### config.mk
export PLATFORM = sky130hd
export DESIGN_NAME = shift_add_mult
export DESIGN_NICKNAME = d
export VERILOG_FILES = /design/src/rtl/mult_pkg.sv /design/src/rtl/mult_ctrl.sv /design/src/rtl/shift_add_mult.sv
export SDC_FILE = /design/constraint.sdc
export NUM_CORES = 1
export LEC_CHECK = 0
export BUFFER_PORTS_ARGS = -buffer_cell sky130_fd_sc_hd__buf_2
export CORE_MARGIN = 2
export CORE_UTILIZATION = 40
export DETAILED_ROUTE_END_ITERATION = 8
export PLACE_DENSITY = 0.69
export SETUP_SLACK_MARGIN = 0.5
export SLEW_MARGIN = 10
export SYNTH_ARGS = -nofsm -noshare
export SYNTH_HDL_FRONTEND = slang
export SYNTH_HIERARCHICAL = 1
export SYNTH_SLANG_ARGS = --single-unit
### constraint.sdc
create_clock -name clk -period 2.95 [get_ports clk]
set_clock_uncertainty 0.05 [all_clocks]
set_input_delay 0.1475 -clock clk [delete_from_list [all_inputs] [get_ports clk]]
set_output_delay 0.1475 -clock clk [all_outputs]
set_load 0.01 [all_outputs]
### src/rtl/mult_pkg.sv
// Shared definitions for the shift-and-add multiplier: FSM state codes and
// the iteration counter width helper.
package mult_pkg;

    typedef enum logic [1:0] {
        IDLE = 2'b00,
        RUN  = 2'b01,
        DONE = 2'b10
    } state_t;

    // Counter must reach WIDTH without wrapping.
    function automatic int cnt_bits(input int width);
        return $clog2(width + 1);
    endfunction

endpackage

### src/rtl/mult_ctrl.sv
// Control FSM and iteration counter for shift_add_mult.
// With MULT_EARLY_TERM_EN defined, RUN ends as soon as the multiplier is exhausted.
module mult_ctrl
    import mult_pkg::*;
#(
    parameter int WIDTH = 4
) (
    input  logic                          clk,
    input  logic                          clr,
    input  logic                          start,
    input  logic                          mplr_zero,
    output logic [1:0]                    v,
    output logic                          busy,
    output logic                          done,
    output logic                          load,
    output logic                          step,
    output logic [cnt_bits(WIDTH)-1:0]    cnt
);

    localparam int CW = cnt_bits(WIDTH);
    localparam logic [CW-1:0] LAST_CNT = CW'(WIDTH - 1);

    state_t        state;
    state_t        state_nxt;
    logic [CW-1:0] cnt_nxt;
    logic          stop_early;

`ifdef MULT_EARLY_TERM_EN
    assign stop_early = mplr_zero;
`else
    assign stop_early = 1'b0;
    logic  unused_mplr_zero;
    assign unused_mplr_zero = mplr_zero;
`endif

    // NOTE: state registers use non-blocking assignments so every flop samples
    // pre-edge values; blocking here would create order-dependent simulation.
    always_ff @(posedge clk) begin
        if (clr) begin
            state <= IDLE;
            cnt   <= '0;
        end else begin
            state <= state_nxt;
            cnt   <= cnt_nxt;
        end
    end

    // NOTE: every output of this block is defaulted first so no path can
    // leave a variable unassigned and infer a latch.
    always_comb begin
        state_nxt = IDLE;
        cnt_nxt   = cnt;
        load      = 1'b0;
        step      = 1'b0;
        case (state)
            IDLE, DONE: begin
                if (start) begin
                    load      = 1'b1;
                    cnt_nxt   = '0;
                    state_nxt = stop_early ? DONE : RUN;
                end
            end
            RUN: begin
                step      = 1'b1;
                cnt_nxt   = cnt + CW'(1);
                state_nxt = (cnt == LAST_CNT || stop_early) ? DONE : RUN;
            end
            default: state_nxt = IDLE;
        endcase
    end

    assign v    = state;
    assign busy = (state == RUN);
    assign done = (state == DONE);

endmodule

### src/rtl/shift_add_mult.sv
// Sequential unsigned shift-and-add multiplier, one multiplier bit per cycle.
// Optional MULT_EARLY_TERM_EN stops as soon as no set multiplier bits remain.
module shift_add_mult
    import mult_pkg::*;
#(
    parameter int WIDTH = 4
) (
    input  logic                 clk,
    input  logic                 clr,
    input  logic                 start,
    input  logic [WIDTH-1:0]     a,
    input  logic [WIDTH-1:0]     b,
    output logic [2*WIDTH-1:0]   product,
    output logic                 busy,
    output logic                 done,
    output logic [1:0]           v
);

    localparam int CW = cnt_bits(WIDTH);
    localparam logic [CW-1:0] LAST_CNT = CW'(WIDTH - 1);

    logic [2*WIDTH-1:0] mcand;
    logic [2*WIDTH-1:0] acc;
    logic [2*WIDTH-1:0] acc_nxt;
    logic [WIDTH-1:0]   mplr;
    logic [CW-1:0]      cnt;
    logic               load;
    logic               step;
    logic               mplr_zero;
    logic               last_step;

    mult_ctrl #(.WIDTH(WIDTH)) u_ctrl (
        .clk       (clk),
        .clr       (clr),
        .start     (start),
        .mplr_zero (mplr_zero),
        .v         (v),
        .busy      (busy),
        .done      (done),
        .load      (load),
        .step      (step),
        .cnt       (cnt)
    );

    // Outside RUN this flags b==0 for the accepting edge; in RUN it looks at
    // the multiplier as it will be after this cycle's shift.
    assign mplr_zero = busy ? (mplr[WIDTH-1:1] == '0) : (b == '0);
    assign acc_nxt   = mplr[0] ? acc + mcand : acc;

`ifdef MULT_EARLY_TERM_EN
    assign last_step = step && (cnt == LAST_CNT || mplr_zero);
`else
    assign last_step = step && (cnt == LAST_CNT);
`endif

    always_ff @(posedge clk) begin
        if (clr) begin
            mcand <= '0;
            mplr  <= '0;
            acc   <= '0;
        end else if (load) begin
            mcand <= {{WIDTH{1'b0}}, a};
            mplr  <= b;
            acc   <= '0;
        end else if (step) begin
            acc   <= acc_nxt;
            mcand <= mcand << 1;
            mplr  <= mplr >> 1;
        end
    end

    // product only changes on entry to DONE, so it holds through the next RUN.
    always_ff @(posedge clk) begin
        if (clr) begin
            product <= '0;
        end else if (last_step) begin
            product <= acc_nxt;
`ifdef MULT_EARLY_TERM_EN
        end else if (load && mplr_zero) begin
            product <= '0;
`endif
        end
    end

endmodule

==> impl_metrics.prom, run 1 <==
# TYPE chip_impl_metric gauge
chip_impl_metric{name="worst-endpoint-required",unit="ns"} 3.04
chip_impl_metric{name="netlist_instances",unit=""} 190
chip_impl_metric{name="power.density_cell_area",unit="nW/um^2"} 543.2
chip_impl_info{name="critical_path.cell_chain",value="ha_1 > inv_1 > fa_1 > nor2b_4 > o2111a_1 > or4_4 > a21oi_1 > a2111oi_2"} 1
chip_impl_metric{name="height_of_the_die",unit="um"} 69.23
chip_impl_metric{name="max-slew-margin-rel",unit=""} 0.6176
chip_impl_info{name="final_cell_mix",value="33 x sky130_fd_sc_hd__nor2_1, 33 x sky130_fd_sc_hd__dfxtp_1, 22 x sky130_fd_sc_hd__buf_2"} 1
chip_impl_metric{name="grt_pass1_wl",unit="um"} 6016
chip_impl_metric{name="die_x",unit="um"} 69.23
chip_impl_metric{name="drt-wirelength-per-cell",unit="um"} 12.57
chip_impl_metric{name="synth_warnings",unit=""} 6
chip_impl_metric{name="fmax",unit="MHz"} 484.7
chip_impl_metric{name="power_leakage",unit="nW"} 0.8188
chip_impl_metric{name="detail_route.vias_per_cell",unit=""} 5.192
chip_impl_metric{name="globalRouteOverflowTotal",unit=""} 0
chip_impl_metric{name="layout-drive-gt1-share",unit=""} 0.1952
chip_impl_metric{name="antenna_violating_nets_post_route",unit=""} 0
chip_impl_metric{name="crit_arrival",unit="ns"} 2.16
chip_impl_metric{name="hold_buffer_count_at_cts",unit=""} 0
chip_impl_info{name="outcome",value="finished clean"} 1
chip_impl_metric{name="post_cts.repair.setup_buffers",unit=""} 0
chip_impl_metric{name="detailedRoute.firstIterationViolations",unit=""} 103
chip_impl_metric{name="power.share.combinational",unit=""} 0.086
chip_impl_metric{name="gp_congestion",unit=""} 0.8180
chip_impl_info{name="slowest_stage",value="sky130_fd_sc_hd__or4_4"} 1
chip_impl_info{name="hold-path-endpoint",value="mplr[1]"} 1
chip_impl_metric{name="floorplan.initialDensity",unit=""} 0.4194
chip_impl_metric{name="maxSlewViolCount",unit=""} 0
chip_impl_metric{name="totalWireLength",unit="um"} 3268
chip_impl_metric{name="least_setup_slack_across_all_paths_after_layout",unit="ns"} 0.8870
chip_impl_metric{name="largest_net_degree_at_the_start_of_global_routing",unit=""} 28
chip_impl_info{name="hold_start",value="b[1]"} 1
chip_impl_metric{name="worst-slew-pin-transition",unit="ns"} 0.5732
chip_impl_info{name="r2r_path_end",value="product[6]"} 1
chip_impl_info{name="worstSetupPathType",value="reg -> reg"} 1
chip_impl_metric{name="core_area",unit="sq um"} 4058
chip_impl_metric{name="total_switching_power",unit="mW"} 0.2376
chip_impl_metric{name="router_iterations_before_antenna_repair",unit=""} 4
chip_impl_metric{name="power.total",unit="mW"} 1.071
chip_impl_info{name="clock_tree_from_tritoncts",value="yes"} 1
chip_impl_metric{name="netSwitchingFraction",unit=""} 0.2219
chip_impl_metric{name="antenna_found_initial",unit=""} 0
chip_impl_info{name="min_path_type",value="in -> reg"} 1
chip_impl_metric{name="setup-tns-final",unit="ns"} 0
chip_impl_metric{name="drt_drc_violations_left",unit=""} 0
chip_impl_metric{name="reg2reg_setup_slack",unit="ns"} 0.89
chip_impl_metric{name="place.port_buffers",unit=""} 22
chip_impl_metric{name="fin_crit_sh",unit=""} 0.6993
chip_impl_metric{name="postSynthNetCount",unit=""} 211
chip_impl_metric{name="netlist_area_before_placement",unit="sq um"} 1702
chip_impl_metric{name="dpl_worst_slack",unit="ns"} 0.8873
chip_impl_metric{name="timing.critical_path.slowest_cell_delay",unit="ns"} 0.48
chip_impl_metric{name="worst_setup_hold_path_clk_slew",unit="ns"} 0.07
chip_impl_metric{name="clock_power_share",unit=""} 0.474
chip_impl_metric{name="setup_violations",unit=""} 0
chip_impl_metric{name="dp.final_hpwl",unit="um"} 2244
chip_impl_metric{name="worstRegToRegCells",unit=""} 8
chip_impl_metric{name="io-pin-count",unit=""} 23
chip_impl_metric{name="fin_util",unit=""} 0.4857
chip_impl_metric{name="clk_path_buf_depth",unit=""} 2
chip_impl_metric{name="postSynthAreaPerCell",unit="sq um"} 8.956
chip_impl_metric{name="final_design_area_no_fill",unit="sq um"} 1971
chip_impl_metric{name="timing_hold_violations_final",unit=""} 0
chip_impl_info{name="cts_root_buffer",value="sky130_fd_sc_hd__clkbuf_8"} 1
chip_impl_metric{name="p_int",unit="mW"} 0.8330
chip_impl_metric{name="worstHoldPathCells",unit=""} 3
chip_impl_metric{name="design.die.area",unit="sq um"} 4792
chip_impl_metric{name="antenna_cells",unit=""} 0
chip_impl_metric{name="cts_made_buffers",unit=""} 5
chip_impl_metric{name="clock_tree.htree_level_count",unit=""} 2
chip_impl_metric{name="cts-resized-gates",unit=""} 0
chip_impl_metric{name="path_max_fanout",unit=""} 3
chip_impl_metric{name="grt_util_all_layers",unit=""} 0.1533
chip_impl_metric{name="insertion_delay",unit="ns"} 0.29
chip_impl_info{name="cp-start-kind",value="flip-flop"} 1
chip_impl_info{name="crit_path_end_kind",value="flip-flop"} 1
chip_impl_metric{name="finish.net_count",unit=""} 230
chip_impl_metric{name="cap_viol_max_count",unit=""} 0
chip_impl_metric{name="first_global_vias",unit=""} 1334
chip_impl_metric{name="cts_num_sinks",unit=""} 33
chip_impl_info{name="r2r-start",value="mcand[0]"} 1
chip_impl_metric{name="power.sequential.fraction",unit=""} 0.440
chip_impl_metric{name="row_count",unit=""} 23
chip_impl_metric{name="ir_worst_vdd",unit="mV"} 0.2806
chip_impl_metric{name="synthToLayoutAreaGrowth",unit="%"} 15.81
chip_impl_info{name="rsz_0062_raised_after_global_routing",value="no"} 1
chip_impl_metric{name="final.min_clock_period",unit="ns"} 2.063
chip_impl_metric{name="placed_cell_area",unit="sq um"} 1837
chip_impl_metric{name="detailroute.via_count",unit=""} 1350
layer usage:
metal  GRT usage  wire length [um]
met1      0.1960              1654
met2      0.2447              1435
met3     0.04797               136
met4     0.05229                42
met5           0                 0
metrics by stage:
step / instances / hold slack (ns)
final: 260 / 0.03781
after global placement: 252 / 0.3275
after CTS: 260 / 0.03702
after global routing: 260 / 0.05927
after detailed placement: 252 / 0.3337
after floorplan: 190 / 0.2044
state kept, by name, indices dropped and copies added, names as in the netlist:
signal,flops
u_ctrl/cnt,3
u_ctrl/v,2
acc,8
mplr,4
product,8
mcand,8
critical path, delay by kind of cell (launching register included):
kind / cells / cell delay (ns)
simple gates: 2 / 0.53
fa+ha+maj: 2 / 0.45
flops: 1 / 0.32
buf+inv: 1 / 0.07
compound gates: 3 / 0.49
worst max-delay path by stage:
| stage | to | start |
|---|---|---|
| floorplan | product[1] | u_ctrl/v[0] |
| global placement | product[6] | mcand[0] |
| detailed placement | product[6] | mcand[0] |
| CTS | product[6] | mcand[0] |
| global route | product[6] | acc[0] |
| finish | product[6] | mcand[0] |
cell type report:
cell class,count,area (sq um)
fillers,383,2087
clock buffers,5,68.82
clock inverters,3,65.06
repair buffers,24,125.1
inverters,7,26.28
well taps,50,62.56
multi-input cells,138,962.2
flip-flops and latches,33,660.6
power by group through the flow:
| stage | combinational (mW) | sequential [mW] | clock (mW) |
|---|---|---|---|
| floorplan | 0.0727 | 0.476 | 0 |
| global placement | 0.0902 | 0.480 | 0 |
| detailed placement | 0.0919 | 0.481 | 0 |
| CTS | 0.0925 | 0.471 | 0.516 |
| global route | 0.103 | 0.473 | 0.538 |
| finish | 0.0925 | 0.471 | 0.508 |
Power figures use the tool's default switching activity.
==> inputs of run 2 (changes only) <==
Settings changed: ABC_AREA set to 1.
Clock period 2.95 ns to 2 ns, I/O delays scaled along.
==> run 2 against run 1 <==
Against the previous run: routed wire length increased by 28%; clock power grew 32%; utilization is 3.9 points higher; largest cell class unchanged; global-route usage rose by 2.9 points; design area is 14% higher; highest routed layer unchanged; non-clock buffer count increased by 4; total power grew 59%; combinational power rose to 3.2 times the previous value; die area up 3.6%.
==> impl_metrics.prom, run 2 <==
# TYPE chip_impl_metric gauge
chip_impl_metric{name="setup-tns-final",unit="ns"} 0
chip_impl_metric{name="place.port_buffers",unit=""} 22
chip_impl_metric{name="fmax",unit="MHz"} 599.2
chip_impl_metric{name="max-slew-margin-rel",unit=""} 0.7866
chip_impl_info{name="slowest_stage",value="sky130_fd_sc_hd__dfxtp_2"} 1
chip_impl_metric{name="power.density_cell_area",unit="nW/um^2"} 754.2
chip_impl_metric{name="router_iterations_before_antenna_repair",unit=""} 4
chip_impl_info{name="rsz_0062_raised_after_global_routing",value="yes"} 1
chip_impl_metric{name="hold_buffer_count_at_cts",unit=""} 0
chip_impl_metric{name="height_of_the_die",unit="um"} 70.46
chip_impl_metric{name="path_max_fanout",unit=""} 2
chip_impl_metric{name="dp.final_hpwl",unit="um"} 2692
chip_impl_metric{name="worst-endpoint-required",unit="ns"} 2.14
chip_impl_metric{name="placed_cell_area",unit="sq um"} 1919
chip_impl_metric{name="netlist_area_before_placement",unit="sq um"} 1767
chip_impl_metric{name="worst_setup_hold_path_clk_slew",unit="ns"} 0.07
chip_impl_metric{name="layout-drive-gt1-share",unit=""} 0.3298
chip_impl_info{name="hold_start",value="a[0]"} 1
chip_impl_metric{name="least_setup_slack_across_all_paths_after_layout",unit="ns"} 0.3310
chip_impl_metric{name="cts_num_sinks",unit=""} 33
chip_impl_info{name="outcome",value="finished clean"} 1
chip_impl_metric{name="antenna_cells",unit=""} 0
chip_impl_metric{name="antenna_violating_nets_post_route",unit=""} 0
chip_impl_metric{name="design.die.area",unit="sq um"} 4965
chip_impl_info{name="final_cell_mix",value="43 x sky130_fd_sc_hd__nand2_1, 35 x sky130_fd_sc_hd__nor2_1, 33 x sky130_fd_sc_hd__inv_1"} 1
chip_impl_metric{name="finish.net_count",unit=""} 302
chip_impl_metric{name="fin_crit_sh",unit=""} 0.8345
chip_impl_metric{name="floorplan.initialDensity",unit=""} 0.4114
chip_impl_info{name="cpLargestDelayFamily",value="simple AND/OR/NAND/NOR gates"} 1
chip_impl_metric{name="fin_util",unit=""} 0.5245
chip_impl_info{name="cp-start-kind",value="flip-flop"} 1
chip_impl_info{name="commonest_non_fill_non_tap_cell_in_the_layout",value="sky130_fd_sc_hd__nand2_1"} 1
chip_impl_metric{name="grt_util_all_layers",unit=""} 0.1818
chip_impl_metric{name="first_global_vias",unit=""} 1540
chip_impl_metric{name="synthToLayoutAreaGrowth",unit="%"} 27.48
chip_impl_metric{name="drt-wirelength-per-cell",unit="um"} 12.57
chip_impl_metric{name="clk_path_buf_depth",unit=""} 2
chip_impl_metric{name="netlist_instances",unit=""} 253
chip_impl_metric{name="worst-slew-pin-transition",unit="ns"} 0.3197
chip_impl_info{name="reg.largest.list",value="acc: 8 flops, mcand: 8 flops, product: 8 flops"} 1
chip_impl_metric{name="postSynthNetCount",unit=""} 274
chip_impl_metric{name="synth_warnings",unit=""} 6
chip_impl_metric{name="dpl_worst_slack",unit="ns"} 0.3332
chip_impl_info{name="r2r-start",value="acc[0]"} 1
chip_impl_metric{name="maxSlewViolCount",unit=""} 0
chip_impl_info{name="critical_path.cell_chain",value="ha_4 > inv_2 > fa_2 > inv_2 > nand2_2 > nand2_2 > nand3b_1 > nand2_1 > nand2_1 > nand3_2 > nand3_2 > nand2_1 > inv_1"} 1
chip_impl_metric{name="final_design_area_no_fill",unit="sq um"} 2252
chip_impl_metric{name="cap_viol_max_count",unit=""} 0
chip_impl_metric{name="core_area",unit="sq um"} 4294
chip_impl_metric{name="detailroute.via_count",unit=""} 1637
chip_impl_info{name="crit_path_end_kind",value="flip-flop"} 1
chip_impl_metric{name="crit_arrival",unit="ns"} 1.81
chip_impl_metric{name="globalRouteOverflowTotal",unit=""} 0
chip_impl_metric{name="worstPathBufferInverterCount",unit=""} 3
chip_impl_metric{name="timing_hold_violations_final",unit=""} 0
chip_impl_info{name="worstSetupPathType",value="reg -> reg"} 1
chip_impl_metric{name="final.min_clock_period",unit="ns"} 1.669
chip_impl_metric{name="row_count",unit=""} 24
chip_impl_metric{name="cts_made_buffers",unit=""} 5
chip_impl_metric{name="drt_drc_violations_left",unit=""} 0
chip_impl_metric{name="ir_worst_vdd",unit="mV"} 0.3839
chip_impl_metric{name="setup_violations",unit=""} 0
chip_impl_metric{name="power_leakage",unit="nW"} 1.062
chip_impl_metric{name="totalWireLength",unit="um"} 4199
chip_impl_info{name="cts_root_buffer",value="sky130_fd_sc_hd__clkbuf_8"} 1
chip_impl_info{name="path_common_cell",value="sky130_fd_sc_hd__nand2_1"} 1
chip_impl_metric{name="io-pin-count",unit=""} 23
chip_impl_metric{name="detail_route.vias_per_cell",unit=""} 4.901
chip_impl_metric{name="insertion_delay",unit="ns"} 0.30
chip_impl_metric{name="postSynthAreaPerCell",unit="sq um"} 6.983
chip_impl_info{name="min_path_type",value="in -> reg"} 1
chip_impl_metric{name="clock_tree.htree_level_count",unit=""} 2
chip_impl_info{name="cp-startpoint",value="acc[0]"} 1
chip_impl_metric{name="nFillCells",unit=""} 409
chip_impl_metric{name="detailedRoute.firstIterationViolations",unit=""} 67
chip_impl_metric{name="die_x",unit="um"} 70.46
chip_impl_metric{name="gp_congestion",unit=""} 0.7722
chip_impl_metric{name="antenna_found_initial",unit=""} 0
chip_impl_info{name="clock_tree_from_tritoncts",value="yes"} 1
chip_impl_metric{name="grt_pass1_wl",unit="um"} 7051
chip_impl_metric{name="timing.critical_path.slowest_cell_delay",unit="ns"} 0.35
chip_impl_metric{name="largest_net_degree_at_the_start_of_global_routing",unit=""} 15
==> run 2: timing repair <==
action / 4_1_cts / 5_1_grt
pin swaps: 9 / 14
setup endpoints to repair: 13 / 15
setup buffers: 4 / 0
resized for setup: 22 / 17
==> run 2: where the power goes <==
part           switching (mW)  internal (mW)
combinational           0.174          0.123
sequential             0.0376          0.695
clock                   0.263          0.406
total                   0.474           1.22
==> run 2: cell type report <==
cell class | count | area [sq um] | area share
clock buffer | 7 | 86.33 | 0.03833
clock inverter | 1 | 30.03 | 0.01333
inverter | 44 | 167.7 | 0.07444
multi-input combinational | 169 | 1060 | 0.4706
sequential | 33 | 675.6 | 0.3000
tap | 52 | 65.06 | 0.02889
timing repair buffer | 28 | 167.7 | 0.07444
==> run 2: final timing paths <==
kind	end	slack [ns]	cells after the start
hold reg to reg	mplr[1]	0.42	2
setup reg to reg	acc[6]	0.33	13
setup / recovery	acc[6]	0.33	13
hold / removal	mcand[0]	0.002	3
==> run 2: routing by layer <==
metal | global-route usage | wire (um) | vias up | part of all wire
met4 | 0.08547 | 83 | 0 | 0.020
li1 | - | - | 861 | -
met5 | 0 | 0 | - | 0
met3 | 0.04762 | 115 | 10 | 0.027
met2 | 0.2841 | 1977 | 16 | 0.47
met1 | 0.2326 | 2023 | 750 | 0.48
==> run 2: metrics by stage <==
step	cells	total power, mW	hold WS (ns)
3_5_place_dp	322	0.9711	0.3144
5_1_grt	334	1.775	0.01068
3_3_place_gp	322	0.9685	0.3072
2_1_floorplan	253	0.9146	0.1191
6_report	334	1.698	0.002247
4_1_cts	334	1.677	0.004108
==> run 2: worst reg2reg max path, cell delays in order, from the launching register on <==
cell and delay (ns):
sky130_fd_sc_hd__dfxtp_2 0.35, sky130_fd_sc_hd__ha_4 0.14, sky130_fd_sc_hd__inv_2 0.03, sky130_fd_sc_hd__fa_2 0.32, sky130_fd_sc_hd__inv_2 0.07, sky130_fd_sc_hd__nand2_2 0.05, sky130_fd_sc_hd__nand2_2 0.07, sky130_fd_sc_hd__nand3b_1 0.10
sky130_fd_sc_hd__nand2_1 0.07, sky130_fd_sc_hd__nand2_1 0.06, sky130_fd_sc_hd__nand3_2 0.09, sky130_fd_sc_hd__nand3_2 0.07, sky130_fd_sc_hd__nand2_1 0.07, sky130_fd_sc_hd__inv_1 0.03
==> inputs of run 3 (changes only) <==
Clock period 2 ns to 1.55 ns, I/O delays scaled along.
==> run 3 against run 2 <==
Against the previous run: die area unchanged; critical path type unchanged; the run now ends with setup timing left; sequential cell count unchanged; critical path depth stayed put; largest cell class unchanged; hold slack gained 0.060 ns.
==> impl_metrics.prom, run 3 (synthesis results as in run 2) <==
# TYPE chip_impl_metric gauge
chip_impl_metric{name="drt_drc_violations_left",unit=""} 0
chip_impl_metric{name="dp.final_hpwl",unit="um"} 2883
chip_impl_metric{name="final_design_area_no_fill",unit="sq um"} 2894
chip_impl_metric{name="insertion_delay",unit="ns"} 0.30
chip_impl_metric{name="io-pin-count",unit=""} 23
chip_impl_metric{name="power.sequential.fraction",unit=""} 0.380
chip_impl_metric{name="antenna_cells",unit=""} 0
chip_impl_metric{name="synthToLayoutAreaGrowth",unit="%"} 63.81
chip_impl_metric{name="power_leakage",unit="nW"} 1.308
chip_impl_metric{name="met1_track_demand_over_resource_in_global_routing",unit=""} 0.2553
chip_impl_metric{name="groute.layer.met2.usage",unit=""} 0.3491
chip_impl_metric{name="detail_route.vias_per_cell",unit=""} 5.319
chip_impl_metric{name="drt-wirelength-per-cell",unit="um"} 16.17
chip_impl_metric{name="height_of_the_die",unit="um"} 70.46
chip_impl_metric{name="cts_made_buffers",unit=""} 5
chip_impl_metric{name="cap_viol_max_count",unit=""} 0
chip_impl_info{name="min_path_type",value="in -> reg"} 1
chip_impl_metric{name="largest_net_degree_at_the_start_of_global_routing",unit=""} 19
chip_impl_metric{name="placed_cell_area",unit="sq um"} 2118
chip_impl_metric{name="netSwitchingFraction",unit=""} 0.3007
chip_impl_metric{name="antenna_violating_nets_post_route",unit=""} 0
chip_impl_metric{name="final.min_clock_period",unit="ns"} 1.864
chip_impl_metric{name="crit_arrival",unit="ns"} 2.01
chip_impl_metric{name="grt_util_all_layers",unit=""} 0.2079
chip_impl_metric{name="detailedRoute.firstIterationViolations",unit=""} 121
chip_impl_metric{name="ir_worst_vdd",unit="mV"} 0.5780
chip_impl_metric{name="row_count",unit=""} 24
chip_impl_metric{name="power.share.combinational",unit=""} 0.270
chip_impl_metric{name="floorplan.initialDensity",unit=""} 0.4114
chip_impl_metric{name="setup_violations",unit=""} 6
chip_impl_metric{name="total_switching_power",unit="mW"} 0.7552
chip_impl_metric{name="totalWireLength",unit="um"} 5984
chip_impl_metric{name="globalRouteOverflowTotal",unit=""} 0
chip_impl_info{name="cts_root_buffer",value="sky130_fd_sc_hd__clkbuf_8"} 1
chip_impl_info{name="grt_busiest_layer",value="met2"} 1
chip_impl_metric{name="fmax",unit="MHz"} 536.4
chip_impl_metric{name="layout-drive-gt1-share",unit=""} 0.5000
chip_impl_metric{name="first_global_vias",unit=""} 1826
chip_impl_info{name="outcome",value="complete, but fails checks"} 1
chip_impl_metric{name="p_int",unit="mW"} 1.756
chip_impl_metric{name="die_x",unit="um"} 70.46
chip_impl_metric{name="antenna_found_initial",unit=""} 0
chip_impl_metric{name="met3_usage",unit=""} 0.04618
chip_impl_info{name="crit_path_end_kind",value="flip-flop"} 1
chip_impl_metric{name="cts_num_sinks",unit=""} 33
chip_impl_info{name="reg.largest.list",value="acc: 8 flops, mcand: 8 flops, product: 8 flops"} 1
chip_impl_info{name="cp-start-kind",value="flip-flop"} 1
chip_impl_metric{name="power.density_cell_area",unit="nW/um^2"} 867.8
chip_impl_info{name="commonest_non_fill_non_tap_cell_in_the_layout",value="sky130_fd_sc_hd__nand2_1"} 1
chip_impl_metric{name="core_area",unit="sq um"} 4294
chip_impl_info{name="final_cell_mix",value="37 x sky130_fd_sc_hd__nand2_1, 34 x sky130_fd_sc_hd__nor2_1, 32 x sky130_fd_sc_hd__inv_1"} 1
chip_impl_metric{name="least_setup_slack_across_all_paths_after_layout",unit="ns"} -0.3142
chip_impl_metric{name="place.port_buffers",unit=""} 22
chip_impl_metric{name="worst-slew-pin-transition",unit="ns"} 0.3990
chip_impl_metric{name="clk_path_buf_depth",unit=""} 2
chip_impl_metric{name="grt_pass1_wl",unit="um"} 8155
chip_impl_metric{name="max-slew-margin-rel",unit=""} 0.7312
chip_impl_info{name="worstSetupPathType",value="reg -> reg"} 1
chip_impl_metric{name="worst-endpoint-required",unit="ns"} 1.69
chip_impl_metric{name="timing_hold_violations_final",unit=""} 0
chip_impl_metric{name="maxSlewViolCount",unit=""} 0
chip_impl_metric{name="fin_crit_sh",unit=""} 1.203
chip_impl_info{name="failed_checks",value="setup timing"} 1
chip_impl_metric{name="gp_congestion",unit=""} 0.7821
chip_impl_info{name="clock_tree_from_tritoncts",value="yes"} 1
chip_impl_metric{name="path_max_fanout",unit=""} 2
chip_impl_metric{name="router_iterations_before_antenna_repair",unit=""} 5
chip_impl_metric{name="clock_tree.htree_level_count",unit=""} 2
chip_impl_metric{name="design.die.area",unit="sq um"} 4965
chip_impl_metric{name="worst_setup_hold_path_clk_slew",unit="ns"} 0.08
chip_impl_info{name="rsz_0062_raised_after_global_routing",value="yes"} 1
chip_impl_metric{name="finish.net_count",unit=""} 338
chip_impl_metric{name="clock_power_share",unit=""} 0.350
chip_impl_metric{name="dpl_worst_slack",unit="ns"} -0.1561
chip_impl_metric{name="detailroute.via_count",unit=""} 1968
[run 3: changes by cell type in the layout (fill, tap and decap cells not counted), sizes merged]
cell,change
dlygate4sd3,+2
clkinv,+2
clkbuf,-1
clkinvlp,+1
buf,+33
inv,-1
[run 3: what timing repair did]
action	in CTS	in global routing
setup endpoints to repair	32	35
gates resized for setup	53	37
cloned	1	0
hold endpoints to repair	2	0
pin swaps	31	20
setup buffers	19	11
hold buffers	2	0
[run 3: layer usage]
| metal | vias to the layer above | share of wire |
|---|---|---|
| met5 | - | 0 |
| met4 | 0 | 0.041 |
| met1 | 918 | 0.38 |
| met2 | 90 | 0.50 |
| li1 | 932 | - |
| met3 | 28 | 0.072 |
[run 3: final timing paths]
kind	from	to	slack, ns	cells after the start
worst max register to register	acc[0]	acc[6]	-0.31	13
worst min-delay path	a[3]	mcand[3]	0.06	3
worst max-delay path	acc[0]	acc[6]	-0.31	13
worst min register to register	mplr[1]	mplr[0]	0.42	2
[run 3: cell type report]
cell class	instances	area [sq um]
clock inverter	2	37.54
fill	306	1400
clock buffer	6	82.58
tap	52	65.06
multi-input combinational	169	1229
inverter	44	207.7
timing repair buffer	63	564.3
timing repair inverter	1	8.758
sequential	33	699.4
[run 3: worst max-delay path, stage by stage (launching register included)]
cell                       delay [ns]
sky130_fd_sc_hd__dfxtp_2         0.38
sky130_fd_sc_hd__ha_4            0.16
sky130_fd_sc_hd__inv_2           0.04
sky130_fd_sc_hd__fa_2            0.33
sky130_fd_sc_hd__inv_2           0.07
sky130_fd_sc_hd__nand2_2         0.06
sky130_fd_sc_hd__nand2_2         0.07
sky130_fd_sc_hd__nand3b_1        0.12
sky130_fd_sc_hd__nand2_1         0.11
sky130_fd_sc_hd__nand2_1         0.09
sky130_fd_sc_hd__nand3_2         0.09
sky130_fd_sc_hd__nand3_1         0.08
sky130_fd_sc_hd__nand2_1         0.07
sky130_fd_sc_hd__inv_1           0.04
[run 3: power by group through the flow]
stage	clock, mW	sequential (mW)	combinational, mW
floorplan	0	0.954	0.285
global placement	0	0.965	0.368
detailed placement	0	0.966	0.375
CTS	0.886	0.948	0.544
global route	0.919	0.958	0.721
finish	0.880	0.954	0.677
[run 3: metrics by stage]
| stage | total power [mW] | cells | util | setup TNS (ns) | hold slack [ns] |
|---|---|---|---|---|---|
| after floorplan | 1.240 | 253 | - | -0.04233 | 0.09657 |
| after global placement | 1.333 | 329 | 0.4933 | -0.3288 | 0.2863 |
| after detailed placement | 1.341 | 329 | 0.4933 | -0.5818 | 0.2921 |
| after CTS | 2.378 | 359 | 0.6189 | -0.4024 | 0.009575 |
| after global routing | 2.599 | 370 | 0.6740 | -1.897 | 0.05798 |
| final | 2.511 | 370 | 0.6740 | -1.300 | 0.06217 |
